===== src/rtl/membus_arbiter_pkg.sv =====
// Shared types for the I/D memory-bus arbiter.
//   MemSrc       : which master owns a request / response (fetch or data)
//   lock_state_e : arbiter mux lock state
//   ptr_width()  : pointer width helper that stays >= 1 for single-entry FIFOs
package eei;

  typedef enum logic {
    SRC_I = 1'b0,
    SRC_D = 1'b1
  } MemSrc;

  typedef enum logic {
    LOCK_IDLE = 1'b0,
    LOCK_HELD = 1'b1
  } lock_state_e;

  localparam int unsigned DEF_ADDR_WIDTH      = 64;
  localparam int unsigned DEF_DATA_WIDTH      = 64;
  localparam int unsigned DEF_MAX_OUTSTANDING = 2;
  localparam int unsigned DEF_STARVE_LIMIT    = 4;

  function automatic int unsigned ptr_width(input int unsigned depth);
    return (depth > 1) ? $clog2(depth) : 1;
  endfunction

endpackage


===== src/rtl/membus_tag_fifo.sv =====
// Small synchronous FIFO holding the source tag of every accepted request,
// so in-order responses can be steered back to the right master.
// Ports:
//   clk, rst     : clock, asynchronous active-low reset
//   push, din    : enqueue din (ignored when full)
//   pop          : dequeue head (ignored when empty)
//   head         : oldest entry
//   full, empty  : occupancy flags
module membus_tag_fifo
  import eei::*;
#(
  parameter int unsigned WIDTH = 1,
  parameter int unsigned DEPTH = 2
) (
  input  logic             clk,
  input  logic             rst,
  input  logic             push,
  input  logic [WIDTH-1:0] din,
  input  logic             pop,
  output logic [WIDTH-1:0] head,
  output logic             full,
  output logic             empty
);

  localparam int unsigned PTR_W = ptr_width(DEPTH);
  localparam int unsigned CNT_W = $clog2(DEPTH + 1);

  logic [WIDTH-1:0] mem_q [DEPTH];
  logic [WIDTH-1:0] mem_d [DEPTH];
  logic [PTR_W-1:0] wr_ptr_q, wr_ptr_d;
  logic [PTR_W-1:0] rd_ptr_q, rd_ptr_d;
  logic [CNT_W-1:0] count_q, count_d;
  logic             push_ok;
  logic             pop_ok;

  // Explicit wrap so non-power-of-two depths work.
  function automatic logic [PTR_W-1:0] next_ptr(input logic [PTR_W-1:0] p);
    return (p == PTR_W'(DEPTH - 1)) ? '0 : p + PTR_W'(1);
  endfunction

  assign full    = (count_q == CNT_W'(DEPTH));
  assign empty   = (count_q == '0);
  assign head    = mem_q[rd_ptr_q];
  assign push_ok = push & ~full;
  assign pop_ok  = pop & ~empty;

  always_comb begin
    mem_d    = mem_q;
    wr_ptr_d = wr_ptr_q;
    rd_ptr_d = rd_ptr_q;
    count_d  = count_q;
    if (push_ok) begin
      mem_d[wr_ptr_q] = din;
      wr_ptr_d        = next_ptr(wr_ptr_q);
    end
    if (pop_ok) begin
      rd_ptr_d = next_ptr(rd_ptr_q);
    end
    case ({push_ok, pop_ok})
      2'b10:   count_d = count_q + CNT_W'(1);
      2'b01:   count_d = count_q - CNT_W'(1);
      default: count_d = count_q;
    endcase
  end

  always_ff @(posedge clk or negedge rst) begin
    if (!rst) begin
      mem_q    <= '{default: '0};
      wr_ptr_q <= '0;
      rd_ptr_q <= '0;
      count_q  <= '0;
    end else begin
      mem_q    <= mem_d;
      wr_ptr_q <= wr_ptr_d;
      rd_ptr_q <= rd_ptr_d;
      count_q  <= count_d;
    end
  end

endmodule


===== src/rtl/membus_arbiter.sv =====
// Two-master arbiter (instruction fetch I, data/AMO D) in front of the single
// core-side request port of mmio_controller. Up to MAX_OUTSTANDING requests
// may be in flight; responses return in order and are steered by a tag FIFO.
// Data wins by default; a starvation timer forces one fetch grant.
// Ports:
//   clk, rst                         : clock, asynchronous active-low reset
//   i_valid/i_ready/i_addr           : fetch request
//   i_rvalid/i_rdata                 : fetch response
//   d_valid/d_ready/d_addr/d_wen/
//   d_wdata/d_wmask                  : data request
//   d_rvalid/d_rdata                 : data response
//   m_valid/m_ready/m_addr/m_wen/
//   m_wdata/m_wmask                  : muxed request to mmio_controller
//   m_rvalid/m_rdata                 : in-order response from mmio_controller
//
// Lock FSM:
//   state     | meaning
//   LOCK_IDLE | grant chosen freshly each cycle by priority
//   LOCK_HELD | target stalled a presented request; mux pinned to lock_src_q
module membus_arbiter
  import eei::*;
#(
  parameter int unsigned ADDR_WIDTH      = DEF_ADDR_WIDTH,
  parameter int unsigned DATA_WIDTH      = DEF_DATA_WIDTH,
  parameter int unsigned MAX_OUTSTANDING = DEF_MAX_OUTSTANDING,
  parameter int unsigned STARVE_LIMIT    = DEF_STARVE_LIMIT
) (
  input  logic                    clk,
  input  logic                    rst,
  input  logic                    i_valid,
  output logic                    i_ready,
  input  logic [ADDR_WIDTH-1:0]   i_addr,
  output logic                    i_rvalid,
  output logic [DATA_WIDTH-1:0]   i_rdata,
  input  logic                    d_valid,
  output logic                    d_ready,
  input  logic [ADDR_WIDTH-1:0]   d_addr,
  input  logic                    d_wen,
  input  logic [DATA_WIDTH-1:0]   d_wdata,
  input  logic [DATA_WIDTH/8-1:0] d_wmask,
  output logic                    d_rvalid,
  output logic [DATA_WIDTH-1:0]   d_rdata,
  output logic                    m_valid,
  input  logic                    m_ready,
  output logic [ADDR_WIDTH-1:0]   m_addr,
  output logic                    m_wen,
  output logic [DATA_WIDTH-1:0]   m_wdata,
  output logic [DATA_WIDTH/8-1:0] m_wmask,
  input  logic                    m_rvalid,
  input  logic [DATA_WIDTH-1:0]   m_rdata
);

  localparam int unsigned STV_W = $clog2(STARVE_LIMIT + 1);

  lock_state_e      lock_q, lock_d;
  MemSrc            lock_src_q, lock_src_d;
  // Cycles of fetch waiting still allowed before fetch is forced through;
  // reaching zero is the terminal count.
  logic [STV_W-1:0] starve_left_q, starve_left_d;

  MemSrc            grant;
  MemSrc            fifo_head;
  logic [0:0]       head_bits;
  logic             fifo_full;
  logic             fifo_empty;
  logic             accept;
  logic             i_accept;

  always_comb begin
    grant = SRC_I;
    if (lock_q == LOCK_HELD) begin
      grant = lock_src_q;
    end else if ((starve_left_q == '0) && i_valid) begin
      grant = SRC_I;
    end else if (d_valid) begin
      grant = SRC_D;
    end
  end

  // Full is taken from the registered count only, so a response arriving
  // this cycle cannot open a slot combinationally.
  assign m_valid  = rst & (i_valid | d_valid) & ~fifo_full;
  assign i_ready  = rst & m_ready & ~fifo_full & (grant == SRC_I);
  assign d_ready  = rst & m_ready & ~fifo_full & (grant == SRC_D);
  assign accept   = m_valid & m_ready;
  assign i_accept = accept & (grant == SRC_I);

  // Fetch grants drive clean zeros on the write side.
  always_comb begin
    m_addr  = i_addr;
    m_wen   = 1'b0;
    m_wdata = '0;
    m_wmask = '0;
    if (grant == SRC_D) begin
      m_addr  = d_addr;
      m_wen   = d_wen;
      m_wdata = d_wdata;
      m_wmask = d_wmask;
    end
  end

  membus_tag_fifo #(
    .WIDTH (1),
    .DEPTH (MAX_OUTSTANDING)
  ) u_tag_fifo (
    .clk   (clk),
    .rst   (rst),
    .push  (accept),
    .din   (grant),
    .pop   (m_rvalid),
    .head  (head_bits),
    .full  (fifo_full),
    .empty (fifo_empty)
  );

  assign fifo_head = MemSrc'(head_bits);
  // A response with nothing outstanding (e.g. left over from before a reset)
  // is dropped here.
  assign i_rvalid  = m_rvalid & ~fifo_empty & (fifo_head == SRC_I);
  assign d_rvalid  = m_rvalid & ~fifo_empty & (fifo_head == SRC_D);
  assign i_rdata   = m_rdata;
  assign d_rdata   = m_rdata;

  always_comb begin
    lock_d     = lock_q;
    lock_src_d = lock_src_q;
    if (lock_q == LOCK_IDLE) begin
      if (m_valid && !m_ready) begin
        lock_d     = LOCK_HELD;
        lock_src_d = grant;
      end
    end else if (accept) begin
      lock_d = LOCK_IDLE;
    end
  end

  always_comb begin
    starve_left_d = starve_left_q;
    if (!i_valid || i_accept) begin
      starve_left_d = STV_W'(STARVE_LIMIT);
    end else if (starve_left_q != '0) begin
      starve_left_d = starve_left_q - STV_W'(1);
    end
  end

  always_ff @(posedge clk or negedge rst) begin
    if (!rst) begin
      lock_q        <= LOCK_IDLE;
      lock_src_q    <= SRC_I;
      starve_left_q <= STV_W'(STARVE_LIMIT);
    end else begin
      lock_q        <= lock_d;
      lock_src_q    <= lock_src_d;
      starve_left_q <= starve_left_d;
    end
  end

  always_ff @(posedge clk) begin
    if (rst && m_rvalid) begin
      assert (!fifo_empty)
        else $warning("membus_arbiter: response with no outstanding request dropped");
    end
  end

endmodule


===== config.mk =====
export PLATFORM = sky130hd
export DESIGN_NAME = membus_arbiter
export DESIGN_NICKNAME = d
export VERILOG_FILES = /design/src/rtl/membus_arbiter_pkg.sv /design/src/rtl/membus_tag_fifo.sv /design/src/rtl/membus_arbiter.sv
export SDC_FILE = /design/constraint.sdc
export NUM_CORES = 1
export LEC_CHECK = 0
export ABC_AREA = 1
export CAP_MARGIN = 20
export CORE_AREA = 2 2 210 212
export CTS_BUF_LIST = sky130_fd_sc_hd__clkbuf_4 sky130_fd_sc_hd__clkbuf_8
export CTS_CLUSTER_DIAMETER = 150
export DETAILED_ROUTE_END_ITERATION = 8
export DIE_AREA = 0 0 212 214
export PLACE_DENSITY = 0.41
export SYNTH_ARGS = -nofsm -noshare
export SYNTH_HDL_FRONTEND = slang
export SYNTH_SLANG_ARGS = --single-unit

===== constraint.sdc =====
create_clock -name clk -period 3.42 [get_ports clk]
set_input_delay 0.684 -clock clk [delete_from_list [all_inputs] [get_ports clk]]
set_output_delay 0.684 -clock clk [all_outputs]
set_load 0.1 [all_outputs]

## Yosys cells after proc, flatten, opt, wreduce, memory -nomap -nowiden

Index checks and enable logic that the tools add are counted.

- Muxes and demuxes: 21
- Bitwise logic cells: 20
- $add $sub $neg: 5
- Equal/unequal tests: 3
- Reductions and logical operators: 12
- Order comparisons: 3

Operators by type and width:

| cell | count |
|---|---|
| 2-to-1 mux 64 bit | 2 |
| 2-to-1 mux 1 bit | 13 |
| AND 1 bit | 12 |
| 2-to-1 mux 8 bit | 1 |
| 2-to-1 mux 3 bit | 2 |
| NOT 1 bit | 5 |
| equality test 2 bit (second input constant) | 2 |
| greater-or-equal comparator 2 bit (second input constant) | 2 |
| NOT 1 -> 2 bit | 2 |
| one-hot mux 2 bit (2 select lines) | 1 |
| nonzero test 2 bit | 2 |
| logical AND 1 bit | 3 |
| logical NOT 3 bit | 1 |
| nonzero test 3 bit | 1 |
| subtractor 3 x 1 -> 3 bit (second input constant) | 1 |
| adder 1 bit (second input constant) | 2 |
| adder 2 x 1 -> 2 bit (second input constant) | 1 |
| bitwise mux 2 bit | 1 |
| equality test 2 x 1 -> 1 bit (second input constant) | 1 |
| logical NOT 1 bit | 2 |
| logical NOT 2 bit | 1 |
| less-than comparator 2 x 1 -> 1 bit (second input constant) | 1 |
| AND reduction 2 bit | 1 |
| subtractor 2 x 1 -> 2 bit (second input constant) | 1 |
| 3 further kinds | 3 |

- Word-level logic and storage cells: 72
- Output and inout bits: 270
- Input bits: 271
- Register bits after elaboration: 11

## Depth between registers and ports, before layout

- Depth after elaboration: 8
- Gate-level depth with buffers: 10
- Mapped depth without buffers: 8

## By module

A second synthesis with hierarchy kept.

- Cells, all modules: 586
- Area, all modules: 3079.2 sq um

By module, submodules not included:

| module | area an instance (sq um) | cells an instance | times used |
|---|---|---|---|
| membus_arbiter | 2753.9 | 543 | 1 |
| membus_tag_fifo | 325.3 | 43 | 1 |

## Worst setup path after synthesis

OpenSTA, ideal clock, no wires.

- Kind: input -> output
- From: in d_valid
- To: out m_wdata[26]
- Data arrival time: 2.547 ns
- Cell stages on the path: 8
- Buffers on the path: 2
- Path slack: 0.189 ns
- Required time: 2.736 ns
- Cells stage by stage: inv_1 nor2_1 nand2_1 nand2_2 inv_2 buf_4 buf_6 nor2_1

- Word-level cells in the longest chain between the ends: 4

Ends and longest elaborated chain:

| what | RTL line | text |
|---|---|---|
| start, declared | membus_arbiter.sv:35 | `input logic d_valid,` |
| 2-to-1 mux 1 bit | membus_arbiter.sv:75 | `end else if (d_valid) begin` |
| 2-to-1 mux 1 bit | membus_arbiter.sv:73 | `end else if ((starve_left_q == '0) && i_valid) begin` |
| 2-to-1 mux 1 bit | membus_arbiter.sv:71 | `if (lock_q == LOCK_HELD) begin` |
| 2-to-1 mux 64 bit | membus_arbiter.sv:94 | `if (grant == SRC_D) begin` |
| end, declared | membus_arbiter.sv:47 | `output logic [DATA_WIDTH-1:0] m_wdata,` |

No other way between the ends.

## Final worst setup path

- From: in i_valid
- To: out m_addr[33]

- Word-level cells in the longest chain between the ends: 4

Ends and longest elaborated chain:

| what | RTL line | text |
|---|---|---|
| start, declared | membus_arbiter.sv:30 | `input logic i_valid,` |
| logical AND 1 bit | membus_arbiter.sv:73 |  |
| 2-to-1 mux 1 bit | membus_arbiter.sv:73 |  |
| 2-to-1 mux 1 bit | membus_arbiter.sv:71 |  |
| 2-to-1 mux 64 bit | membus_arbiter.sv:94 |  |
| end, declared | membus_arbiter.sv:45 | `output logic [ADDR_WIDTH-1:0] m_addr,` |

No other way between the ends.

==> results.md <==
* Core area at ~43,000 µm²
* Design Power at between 0.009 and 0.01 W
* Post-DRT Antenna Nets at 0
* Netlist Area Pre-Place at ~3000 µm²
* Cells after Synth at between 500 and 600
* Main synth FF type: dfrtp_1
* # hold bufs at CTS at 0
* Fmax at between 300 and 400 MHz
* H-tree depth at 1
* Fill count at 4,848
* Routed len/inst at about 11 µm
* Status: complete, no violations
* FF+latch area at between 200 and 300 µm²
* RSZ-0062 raised after global routing: no
* Vias/cell at 2.77
* Starting Density at about 7.0%
* Die area at approximately 45,000 µm²
* Synth Area in XOR/XNOR at approximately 1.2%
* Post-CTS Setup Inserts at 0
* Slew of the pin with the lowest slew margin at roughly 390 ps
* Cell Pwr Density at 1160 nW/µm²
* CTS Buf Count at 3
* VDD IR max at 587 µV
* DP Wirelength at 13,700 µm
* Final Critical Period at 3140 ps
* Initial antenna violation count at 0
* Compound-Gate Fraction of Synth Area at around 1.7%
* Adder-cell share of the synthesized area at between 1 and 1.5%
* Share of cells above drive strength 1 at 21.6%
* Multi-input gate area at approximately 1300 µm²
* Setup WS pre-CTS at roughly 270 ps
* CP endpoint kind: output port
* Worst-skew pair later-pin latency at 230 ps
* Final Hold Viols at 0
* Ant. Diodes at 0
* Number of synthesized register bits at 11
* Vias at 3,797
* Startpoint class of the critical path: primary input
* Final Cycle Share at a little over 90%
* Syn_nets at between 800 and 900
* Crit-path max FO at 20
* Layout Skew at about 4.9 ps
* Maximum number of pins on one net before global-route repair at 68
* Main combinational cell family by area after synthesis: buffers and inverters
* RePlAce Congestion at between 0.7 and 0.8
* Chip Width at around 210 µm
* Final Util at 18.1%
* Site Rows at 76
* First-pass GRT wire length at around 22,000 µm
* Simple logic cell fraction of the synthesized area at 37.9%
* Initial drt markers at 86
* MaxCap Viol Count at 0
* Yosys warnings at 0
* Final setup fails at 0
* Leak at around 3.6 nW
* Ys async rst share at 100%
* Rel. slew slack at around three quarters
* All-Layer GR Usage at under 10%
* Clock tree buffer depth at 2
* Clock sink total at 11
* Vias in the first global route at 4,002
* Fin worst setup slack at roughly 280 ps
* Nets at about 1,100
* Overflow after GRT at 0
* Post-synth EDFFs at 0
* Root Driver: clkbuf_8
* Clock Pin Slew Worst Setup and Hold Paths at 50 ps
* Worst EP required at ~2700 ps
* Total Wirelength at 15,700 µm
* Post-Syn Area per Cell at roughly 5.3 µm²
* Mux cell area share after synthesis at less than 1%
* Min-Delay Path Class: reg2reg
* CTS tree: built
* Layout area overhead at 158%
* Drt pass-1 iters at 4
* Data arrival, critical path at roughly 2500 ps
* Input/output buffers at 348
* Post-CTS sizing at 0
* Max-slew violations at 0
* Io pins at between 500 and 600
* Synth unique cells at 22
* DRC violations left at 0
* Setup TNS at 0 ps
* Sequential-to-total area share from yosys stat at a little under a tenth
* Setup Crit Path Kind: in2out
* Die H at 214 µm
-- final timing paths --
kind / from / to / slack, ps / depth (start not counted)
min in group asynchronous: rst / u_tag_fifo.count_q[0] / 790 / 2
setup / recovery: i_valid / m_addr[33] / 280 / 10
hold reg to reg: u_tag_fifo.rd_ptr_q / u_tag_fifo.rd_ptr_q / 500 / 1
max in group asynchronous: rst / starve_left_q[2] / 2390 / 2
setup reg to reg: u_tag_fifo.count_q[1] / u_tag_fifo.count_q[1] / 1740 / 6
hold / removal: u_tag_fifo.rd_ptr_q / u_tag_fifo.rd_ptr_q / 500 / 1
-- layout make-up --
| type | instances | area share (%) |
|---|---|---|
| Tap cell | 585 | 9.41 |
| Sequential cell | 11 | 3.56 |
| Timing Repair Buffer | 368 | 65.7 |
| Multi-Input combinational cell | 318 | 16.5 |
| Clock buffer | 4 | 0.628 |
| Inverter | 87 | 4.23 |
-- metal layers --
metal	track usage, %	routed length (µm)	vias to the layer above
met5	0	0	-
met3	2.61	2060	47
met2	12.0	7850	261
met1	5.99	5170	1560
met4	2.79	623	0
li1	-	-	1929
-- sequential cells by signal (all words and copies together), names as in the netlist, named ones only --
signal,cells
u_tag_fifo.mem_q,2
u_tag_fifo.count_q,2
lock_src_q,1
u_tag_fifo.wr_ptr_q,1
u_tag_fifo.rd_ptr_q,1
starve_left_q,3
-- power breakdown --
group | internal, W | switching (W) | total (W)
Sequential | 0.000196 | 0.0000418 | 0.000238
Clock | 0.0000895 | 0.0000459 | 0.000135
Combinational | 0.00287 | 0.00578 | 0.00865
Total | 0.00316 | 0.00587 | 0.00903
-- cells by family (layout without fill, tap and decap cells) --
logic type,Yosys count,count (layout)
multiplexers,1,1
AO/OA/AOI/OAI,10,10
adder cells (fa/ha/maj),3,3
XOR/XNOR,4,4
flip-flops,11,11
AND/OR/NAND/NOR,300,300
buffers and inverters,237,459
-- worst max-delay path: stages --
cell             delay (ps)
clkdlybuf4s50_1         530
nand3_1                 110
nand2_1                 130
nand2_4                  80
inv_4                   190
buf_12                  200
buf_12                  150
nand2_1                  70
nand2_1                 100
buf_12                  180
-- metrics by stage --
stage	hold slack (ps)	instance area (µm²)	instances
6_report	497	7770	1373
5_1_grt	519	7770	1373
4_1_cts	501	7770	1373
3_5_place_dp	485	7730	1369
3_3_place_gp	487	7730	1369
2_1_floorplan	388	3020	566
-- cells in the final DEF (no fill, tap or decap) --
| cell | synthesis | routed |
|---|---|---|
| nand2_1 | 210 | 210 |
| clkdlybuf4s50_1 | 0 | 206 |
| buf_12 | 0 | 146 |
| inv_1 | 86 | 86 |
| nor2_1 | 81 | 81 |
| buf_4 | 136 | 16 |
| dfrtp_1 | 10 | 10 |
| o21ai_0 | 7 | 7 |
| nand3_1 | 5 | 5 |
| xnor2_1 | 3 | 3 |
| ha_1 | 3 | 3 |
| clkbuf_8 | 0 | 3 |
| a21oi_1 | 2 | 2 |
| nand2_4 | 0 | 1 |
| inv_4 | 0 | 1 |
| nand3b_1 | 1 | 1 |
| mux2i_1 | 1 | 1 |
| and2_1 | 1 | 1 |
| o21a_1 | 1 | 1 |
| xor2_1 | 1 | 1 |
| or2_2 | 1 | 1 |
| clkbuf_4 | 0 | 1 |
| dfstp_2 | 1 | 1 |
-- Yosys cell counts (2+ instances only) --
library cell | n | area share [%]
nor2_1 | 81 | 10
ha_1 | 3 | 1.2
xnor2_1 | 3 | 0.87
buf_4 | 136 | 34
buf_2 | 3 | 0.50
nand3_1 | 5 | 0.83
clkbuf_1 | 3 | 0.37
dfrtp_1 | 10 | 8.3
o21ai_0 | 7 | 1.2
nand2_1 | 210 | 26
inv_1 | 86 | 11
buf_6 | 8 | 3.0
a21oi_1 | 2 | 0.33
No activity file was read; power rests on OpenSTA's default activity.
